$ cat config.mk
export PLATFORM = sky130hd
export DESIGN_NAME = legv8_control_unit
export DESIGN_NICKNAME = d
export VERILOG_FILES = /design/src/rtl/legv8_control_unit.sv
export SDC_FILE = /design/constraint.sdc
export NUM_CORES = 1
export LEC_CHECK = 0
export CAP_MARGIN = 20
export CORE_MARGIN = 2
export CORE_UTILIZATION = 46
export DETAILED_ROUTE_END_ITERATION = 16
export PLACE_DENSITY = 0.87
export SYNTH_ARGS = -nofsm -noshare
export SYNTH_HDL_FRONTEND = slang
export SYNTH_SLANG_ARGS = --single-unit
$ cat constraint.sdc
create_clock -name clock -period 5.28 [get_ports clock]
set_input_delay 0.528 -clock clock [delete_from_list [all_inputs] [get_ports clock]]
set_output_delay 0.528 -clock clock [all_outputs]
set_load 0.03 [all_outputs]
$ cat src/rtl/legv8_control_unit.sv
// Multi-cycle LEGv8 control unit: FETCH then one or two execute states.
// Emits the 34-bit datapath control word and the extended immediate each cycle.
module legv8_control_unit (
  input  logic        clock,
  input  logic        reset,
  output logic [33:0] ControlWord,
  output logic [63:0] constant,
  input  logic [31:0] instruction,
  input  logic [4:0]  status
);

  typedef enum logic [1:0] {
    S_FETCH = 2'b00,
    S_EX0   = 2'b01,
    S_EX1   = 2'b10
  } state_t;

  typedef enum logic [4:0] {
    OP_NOP, OP_ADD, OP_SUB, OP_ADDS, OP_SUBS, OP_ADDI, OP_SUBI, OP_ADDIS, OP_SUBIS,
    OP_AND, OP_ORR, OP_EOR, OP_ANDS, OP_ANDI, OP_ORRI, OP_EORI, OP_ANDIS,
    OP_LSL, OP_LSR, OP_LDUR, OP_STUR, OP_MOVZ, OP_MOVK,
    OP_CBZ, OP_CBNZ, OP_BCOND, OP_B, OP_BL, OP_BR
  } op_t;

  localparam logic [4:0] FS_AND = 5'b00000;
  localparam logic [4:0] FS_OR  = 5'b00100;
  localparam logic [4:0] FS_ADD = 5'b01000;
  localparam logic [4:0] FS_XOR = 5'b01100;
  localparam logic [4:0] FS_LSL = 5'b10000;
  localparam logic [4:0] FS_LSR = 5'b10100;

  state_t      r_state;
  state_t      w_next;
  op_t         w_op;
  logic [4:0]  w_rd, w_rn, w_rm;
  logic [4:0]  w_da, w_sa, w_sb, w_fs;
  logic        w_c0, w_rw, w_mw, w_bsel, w_en_alu, w_en_mem, w_en_pc;
  logic        w_pcsel, w_sl, w_irload;
  logic [1:0]  w_ps, w_ns;
  logic [33:0] w_cw;
  logic [63:0] w_const;

  // Evaluates a B.cond condition code against {V,C,N,Z}.
  function automatic logic f_cond_holds(input logic [3:0] cond, input logic [3:0] flags);
    logic z, n, c, v, base;
    z = flags[0];
    n = flags[1];
    c = flags[2];
    v = flags[3];
    case (cond[3:1])
      3'b000:  base = z;
      3'b001:  base = c;
      3'b010:  base = n;
      3'b011:  base = v;
      3'b100:  base = c & ~z;
      3'b101:  base = (n == v);
      3'b110:  base = ~z & (n == v);
      default: base = 1'b1;
    endcase
    return (cond[0] && cond != 4'b1111) ? ~base : base;
  endfunction

  assign w_rd = instruction[4:0];
  assign w_rn = instruction[9:5];
  assign w_rm = instruction[20:16];

  always_ff @(posedge clock or negedge reset) begin
    if (!reset) r_state <= S_FETCH;
    else        r_state <= w_next;
  end

  always_comb begin
    w_op = OP_NOP;
    casez (instruction[31:21])
      11'b10001011000: w_op = OP_ADD;
      11'b11001011000: w_op = OP_SUB;
      11'b10101011000: w_op = OP_ADDS;
      11'b11101011000: w_op = OP_SUBS;
      11'b1001000100?: w_op = OP_ADDI;
      11'b1101000100?: w_op = OP_SUBI;
      11'b1011000100?: w_op = OP_ADDIS;
      11'b1111000100?: w_op = OP_SUBIS;
      11'b10001010000: w_op = OP_AND;
      11'b10101010000: w_op = OP_ORR;
      11'b11001010000: w_op = OP_EOR;
      11'b11101010000: w_op = OP_ANDS;
      11'b1001001000?: w_op = OP_ANDI;
      11'b1011001000?: w_op = OP_ORRI;
      11'b1101001000?: w_op = OP_EORI;
      11'b1111001000?: w_op = OP_ANDIS;
      11'b11010011011: w_op = OP_LSL;
      11'b11010011010: w_op = OP_LSR;
      11'b11111000010: w_op = OP_LDUR;
      11'b11111000000: w_op = OP_STUR;
      11'b110100101??: w_op = OP_MOVZ;
      11'b111100101??: w_op = OP_MOVK;
      11'b10110100???: w_op = OP_CBZ;
      11'b10110101???: w_op = OP_CBNZ;
      11'b01010100???: w_op = OP_BCOND;
      11'b000101?????: w_op = OP_B;
      11'b100101?????: w_op = OP_BL;
      11'b11010110000: w_op = OP_BR;
      default:         w_op = OP_NOP;
    endcase
  end

  always_comb begin
    w_da     = '0;
    w_sa     = '0;
    w_sb     = '0;
    w_fs     = '0;
    w_c0     = 1'b0;
    w_rw     = 1'b0;
    w_mw     = 1'b0;
    w_bsel   = 1'b0;
    w_en_alu = 1'b0;
    w_en_mem = 1'b0;
    w_en_pc  = 1'b0;
    w_ps     = 2'b00;
    w_pcsel  = 1'b0;
    w_sl     = 1'b0;
    w_irload = 1'b0;
    w_ns     = S_FETCH;
    case (r_state)
      S_FETCH: begin
        w_irload = 1'b1;
        w_ps     = 2'b01;
        w_ns     = S_EX0;
      end
      S_EX0: begin
        if (w_op != OP_NOP) begin
          w_da = w_rd;
          w_sa = w_rn;
          w_sb = w_rm;
        end
        case (w_op)
          OP_ADD, OP_SUB, OP_ADDS, OP_SUBS, OP_ADDI, OP_SUBI, OP_ADDIS, OP_SUBIS: begin
            w_fs     = FS_ADD;
            w_en_alu = 1'b1;
            w_rw     = 1'b1;
            w_bsel   = w_op inside {OP_ADDI, OP_SUBI, OP_ADDIS, OP_SUBIS};
            w_sl     = w_op inside {OP_ADDS, OP_SUBS, OP_ADDIS, OP_SUBIS};
            if (w_op inside {OP_SUB, OP_SUBS, OP_SUBI, OP_SUBIS}) begin
              w_fs[1] = 1'b1;
              w_c0    = 1'b1;
            end
          end
          OP_AND, OP_ORR, OP_EOR, OP_ANDS, OP_ANDI, OP_ORRI, OP_EORI, OP_ANDIS: begin
            if (w_op inside {OP_ORR, OP_ORRI})      w_fs = FS_OR;
            else if (w_op inside {OP_EOR, OP_EORI}) w_fs = FS_XOR;
            else                                    w_fs = FS_AND;
            w_en_alu = 1'b1;
            w_rw     = 1'b1;
            w_bsel   = w_op inside {OP_ANDI, OP_ORRI, OP_EORI, OP_ANDIS};
            w_sl     = w_op inside {OP_ANDS, OP_ANDIS};
          end
          OP_LSL, OP_LSR: begin
            w_fs     = (w_op == OP_LSL) ? FS_LSL : FS_LSR;
            w_bsel   = 1'b1;
            w_en_alu = 1'b1;
            w_rw     = 1'b1;
          end
          OP_LDUR: begin
            w_fs     = FS_ADD;
            w_bsel   = 1'b1;
            w_en_mem = 1'b1;
            w_rw     = 1'b1;
          end
          OP_STUR: begin
            w_fs   = FS_ADD;
            w_bsel = 1'b1;
            w_mw   = 1'b1;
            w_sb   = w_rd;
          end
          OP_MOVZ: begin
            w_sa     = 5'd31;
            w_fs     = FS_OR;
            w_bsel   = 1'b1;
            w_en_alu = 1'b1;
            w_rw     = 1'b1;
          end
          // MOVK clears the target halfword (AND with ~constant) before OR-ing it in.
          OP_MOVK: begin
            w_sa     = w_rd;
            w_fs     = FS_AND | 5'b00010;
            w_bsel   = 1'b1;
            w_en_alu = 1'b1;
            w_rw     = 1'b1;
            w_ns     = S_EX1;
          end
          OP_CBZ, OP_CBNZ: begin
            w_sa = w_rd;
            w_sb = 5'd31;
            w_fs = FS_OR;
            if ((w_op == OP_CBZ) ? status[4] : ~status[4]) w_ps = 2'b10;
          end
          OP_BCOND: begin
            if (f_cond_holds(instruction[3:0], status[3:0])) w_ps = 2'b10;
          end
          OP_B: w_ps = 2'b10;
          OP_BL: begin
            w_ps     = 2'b10;
            w_da     = 5'd30;
            w_pcsel  = 1'b1;
            w_sb     = 5'd31;
            w_fs     = FS_OR;
            w_en_alu = 1'b1;
            w_rw     = 1'b1;
          end
          OP_BR: w_ps = 2'b11;
          default: ;
        endcase
      end
      S_EX1: begin
        if (w_op == OP_MOVK) begin
          w_da     = w_rd;
          w_sa     = w_rd;
          w_sb     = w_rm;
          w_fs     = FS_OR;
          w_bsel   = 1'b1;
          w_en_alu = 1'b1;
          w_rw     = 1'b1;
        end
      end
      default: ;
    endcase
  end

  assign w_next = state_t'(w_ns);

  assign w_cw = {w_da, w_sa, w_sb, w_fs, w_c0, w_rw, w_mw, w_bsel,
                 w_en_alu, w_en_mem, w_en_pc, w_ps, w_pcsel, w_sl, w_irload, w_ns};

  always_comb begin
    w_const = '0;
    case (w_op)
      OP_ADDI, OP_SUBI, OP_ADDIS, OP_SUBIS,
      OP_ANDI, OP_ORRI, OP_EORI, OP_ANDIS: w_const = {52'd0, instruction[21:10]};
      OP_LDUR, OP_STUR:                    w_const = {{55{instruction[20]}}, instruction[20:12]};
      OP_MOVZ, OP_MOVK:                    w_const = {48'd0, instruction[20:5]} << {instruction[22:21], 4'b0000};
      OP_CBZ, OP_CBNZ, OP_BCOND:           w_const = {{45{instruction[23]}}, instruction[23:5]};
      OP_B, OP_BL:                         w_const = {{38{instruction[25]}}, instruction[25:0]};
      OP_LSL, OP_LSR:                      w_const = {58'd0, instruction[15:10]};
      default:                             w_const = '0;
    endcase
  end

  assign ControlWord = reset ? w_cw : '0;
  assign constant    = reset ? w_const : '0;

endmodule

==> flow_metrics.py <==
metrics = {
    "detailed_routing": {
        "routed_wl_um": 13100,
        "antenna_left": 0,
        "wire_per_inst_um": 20.5,
        "drt-initial-drc-count": 604,
        "via_count": 4267,
        "drc": 0,
        "viasPerCell": 6.70,
        "firstDrtPassIters": 7,
    },
    "clock_network": {
        "clock_latency_ps": 210,
        "htreeDepth": 1,
        "clk_pin_slew_ps": 30,
        "post_cts_buffers": 0,
        "clk_path_buf_depth": 2,
        "hold_buffers": 0,
        "cts_root_buf": "clkbuf_8",
        "cts_repair_resize_count": 0,
        "cts_tree": "done",
        "cts_buffers": 3,
        "cts.sinks": 2,
    },
    "yosys": {
        "ys_top_cells_by_area": "nand2_1 12%, a21oi_1 9.3%, o21ai_0 4.3%",
        "yosys.area.top_type": "nand2_1",
        "synth_top_area_share_pct": 11.5,
        "synth-edff-count": 0,
        "yosysUniqueCellTypes": 75,
        "synth_cells": 455,
        "synthesis.area_mm2": 0.00280,
        "yosys_warnings": 0,
        "synthArstFlopShare_pct": 100,
        "ys.flop_type": "dfrtp_1",
        "syn_avg_cell_area_um2": 6.15,
        "ys_ff_latch": 2,
        "ys_seq_area_share_pct": 1.79,
    },
    "sta": {
        "tightest_slew_ps": 851,
        "setup_viol_count_final": 0,
        "slew_violations": 0,
        "fin_hold_ws_ps": 649,
        "finalHoldViolCount": 0,
        "clock.fmax_mhz": 198,
        "skew_ps": 4.49,
        "setup_tns_ps": 0,
        "fin_crit_sh_pct": 95.7,
        "fin_crit_ps": 5050,
        "slew-limit-headroom_pct": 42.8,
        "grt_setup_unrepaired": "false",
    },
    "worst_setup_path": {
        "rrSetupSlack_ps": 3930,
        "crit_type": "input pin to output port",
        "critical_path.slowest_cell": "nor4_1",
        "reg2reg_to": "r_state[1]",
        "cpMostUsedCell": "clkdlybuf4s50_1",
        "slowest_delay_ps": 840,
        "cp-start-kind": "input pin",
        "worstPathMaxFanout": 64,
        "cp.required_ps": 4750,
        "crit_chain": "clkdlybuf4s50_1 -> nor4_1 -> nand4_1 -> o21ai_1 -> or4_1 -> nand2_2 -> o311ai_4 -> o21ai_4 -> buf_12 -> a311oi_1 -> clkdlybuf4s50_1",
        "rr_startpoint": "r_state[1]",
        "cp-end-kind": "output port",
        "reg2regPathDepth": 3,
        "worstPathArrival_ps": 4530,
    },
    "power_and_ir_drop": {
        "vdd_drop_max_mv": 0.129,
        "power_density_mw_per_mm2": 55.4,
        "leakage_nw": 1.37,
    },
    "global_routing": {
        "grt_pass1_vias": 3783,
        "antenna_found_initial": 0,
        "grt_first_pass_wirelength_um": 19500,
        "grt_use_total_pct": 36.7,
        "grt_overflow_total": 0,
        "grt_max_degree": 65,
    },
    "min_path": {
        "hp-class": "input pin to asynchronous set/reset pin",
    },
    "die": {
        "initial_utilization_pct": 47.6,
        "die-width_um": 82.0,
        "num_rows": 28,
        "die-area_mm2": 0.00673,
        "die_height_um": 82.0,
        "coreArea_mm2": 0.00589,
        "io_pins": 137,
    },
    "layout": {
        "final_area_mm2": 0.00416,
        "regMostFlops": "r_state",
        "largest_reg_flops": 2,
        "nNetsFinal": 607,
        "diodes": 0,
        "nFillCells": 505,
        "largestRegisters": "r_state x2",
        "syn2layout_area_growth_pct": 48.7,
        "layout-drive-gt1-share_pct": 8.36,
    },
    "place": {
        "gp_congestion": 0.945,
        "port_buffers": 134,
        "dpl.hpwl_um": 9540,
        "placed_area_mm2": 0.00412,
    },
    "outcome": {
        "status": "complete, no violations",
    },
    "run": {
        "maxCapViolations": 0,
    },
}
## where the power goes
part | total (mW) | internal, mW | switching, mW
sequential | 0.0155 | 0.0155 | 0.00000643
combinational | 0.156 | 0.0609 | 0.0948
clock | 0.0595 | 0.0482 | 0.0114
total | 0.231 | 0.125 | 0.106
## critical path: cells and delay by family
kind | cells | cell delay, ps
compound gates | 4 | 890
buf+inv | 3 | 1600
simple gates | 4 | 1490
## worst max-delay path by stage
stage                                from      endpoint  cells past startpoint
after floorplan           instruction[25]  constant[11]                     10
after global placement    instruction[29]   constant[1]                     10
after detailed placement  instruction[29]   constant[4]                     10
after CTS                 instruction[30]   constant[4]                     11
after global routing      instruction[24]   constant[4]                     10
final                     instruction[24]   constant[4]                     11
## layout make-up
class | count | area, um^2 | share of cell area (%)
repair buffers | 150 | 1470 | 35.4
flip-flops and latches | 2 | 50.0 | 1.20
well taps | 75 | 93.8 | 2.25
multi-input cells | 401 | 2480 | 59.6
inverters | 6 | 22.5 | 0.541
clock buffers | 3 | 41.3 | 0.992
## cell usage after synthesis (6+ instances only)
| master | instances |
|---|---|
| nor3_1 | 12 |
| and2_1 | 8 |
| a222oi_1 | 8 |
| inv_1 | 6 |
| nand3b_1 | 6 |
| nor2_1 | 26 |
| buf_2 | 10 |
| a21oi_1 | 52 |
| a31oi_1 | 10 |
| clkbuf_1 | 21 |
| o21ai_0 | 24 |
| nand3_1 | 12 |
| a221oi_1 | 10 |
| buf_4 | 6 |
| a311oi_1 | 9 |
| nor2b_1 | 17 |
| and3_1 | 12 |
| a21oi_2 | 10 |
| nand2_1 | 86 |
| a21o_1 | 7 |
| buf_6 | 6 |
## routing by layer
metal | wire length, um | part of all wire [%] | GRT usage (%) | vias up
met5 | 0 | 0 | 0 | -
met4 | 311 | 2.4 | 10.0 | 0
met3 | 1310 | 10 | 5.60 | 46
met2 | 6170 | 47 | 60.0 | 300
met1 | 5290 | 40 | 49.8 | 2004
li1 | - | - | - | 1917
## logic make-up after synthesis
group / after synthesis / share of synthesized area (%)
and+or+nand+nor: 223 / 42.3
AOI/OAI and AO/OA: 166 / 42.0
muxes: 1 / 0.357
xor gates and xnor gates: 4 / 1.25
buffers and inverters: 53 / 10.1
adders and majority gates: 5 / 2.14
other: 1 / 0.134
DFF: 2 / 1.79
## stage by stage
| stage | instances | worst slack [ps] | power (mW) | util, % |
|---|---|---|---|---|
| global placement | 634 | 442 | 0.163 | 70.0 |
| global route | 637 | 148 | 0.242 | 70.7 |
| CTS | 637 | 364 | 0.227 | 70.7 |
| floorplan | 456 | 1420 | 0.0966 | - |
| detailed placement | 634 | 373 | 0.165 | 70.0 |
| finish | 637 | 225 | 0.231 | 70.7 |
## layout by cell type (no fill, tap or decap), types with 3 or more instances in the layout
cell type | Yosys | layout
a211oi_1 | 3 | 3
a21o_1 | 7 | 7
a21oi_1 | 52 | 52
a21oi_2 | 10 | 10
a221oi_1 | 10 | 10
a222oi_1 | 8 | 8
a22oi_1 | 3 | 3
a311oi_1 | 9 | 9
a31oi_1 | 10 | 10
and2_1 | 8 | 8
and3_1 | 12 | 12
and4_1 | 3 | 3
buf_4 | 6 | 15
clkbuf_8 | 0 | 3
clkdlybuf4s50_1 | 0 | 134
ha_1 | 4 | 4
inv_1 | 6 | 6
nand2_1 | 86 | 86
nand3_1 | 12 | 12
nand3b_1 | 6 | 6
nand4_1 | 4 | 4
nor2_1 | 26 | 26
nor2b_1 | 17 | 17
nor3_1 | 12 | 11
nor3b_1 | 4 | 4
nor4_1 | 4 | 4
o21ai_0 | 24 | 24
o21bai_1 | 3 | 3
o22ai_1 | 3 | 3
or2_2 | 4 | 4
or2b_1 | 3 | 3
or3_1 | 3 | 3
xnor2_1 | 3 | 3
Power figures use the tool's default switching activity.
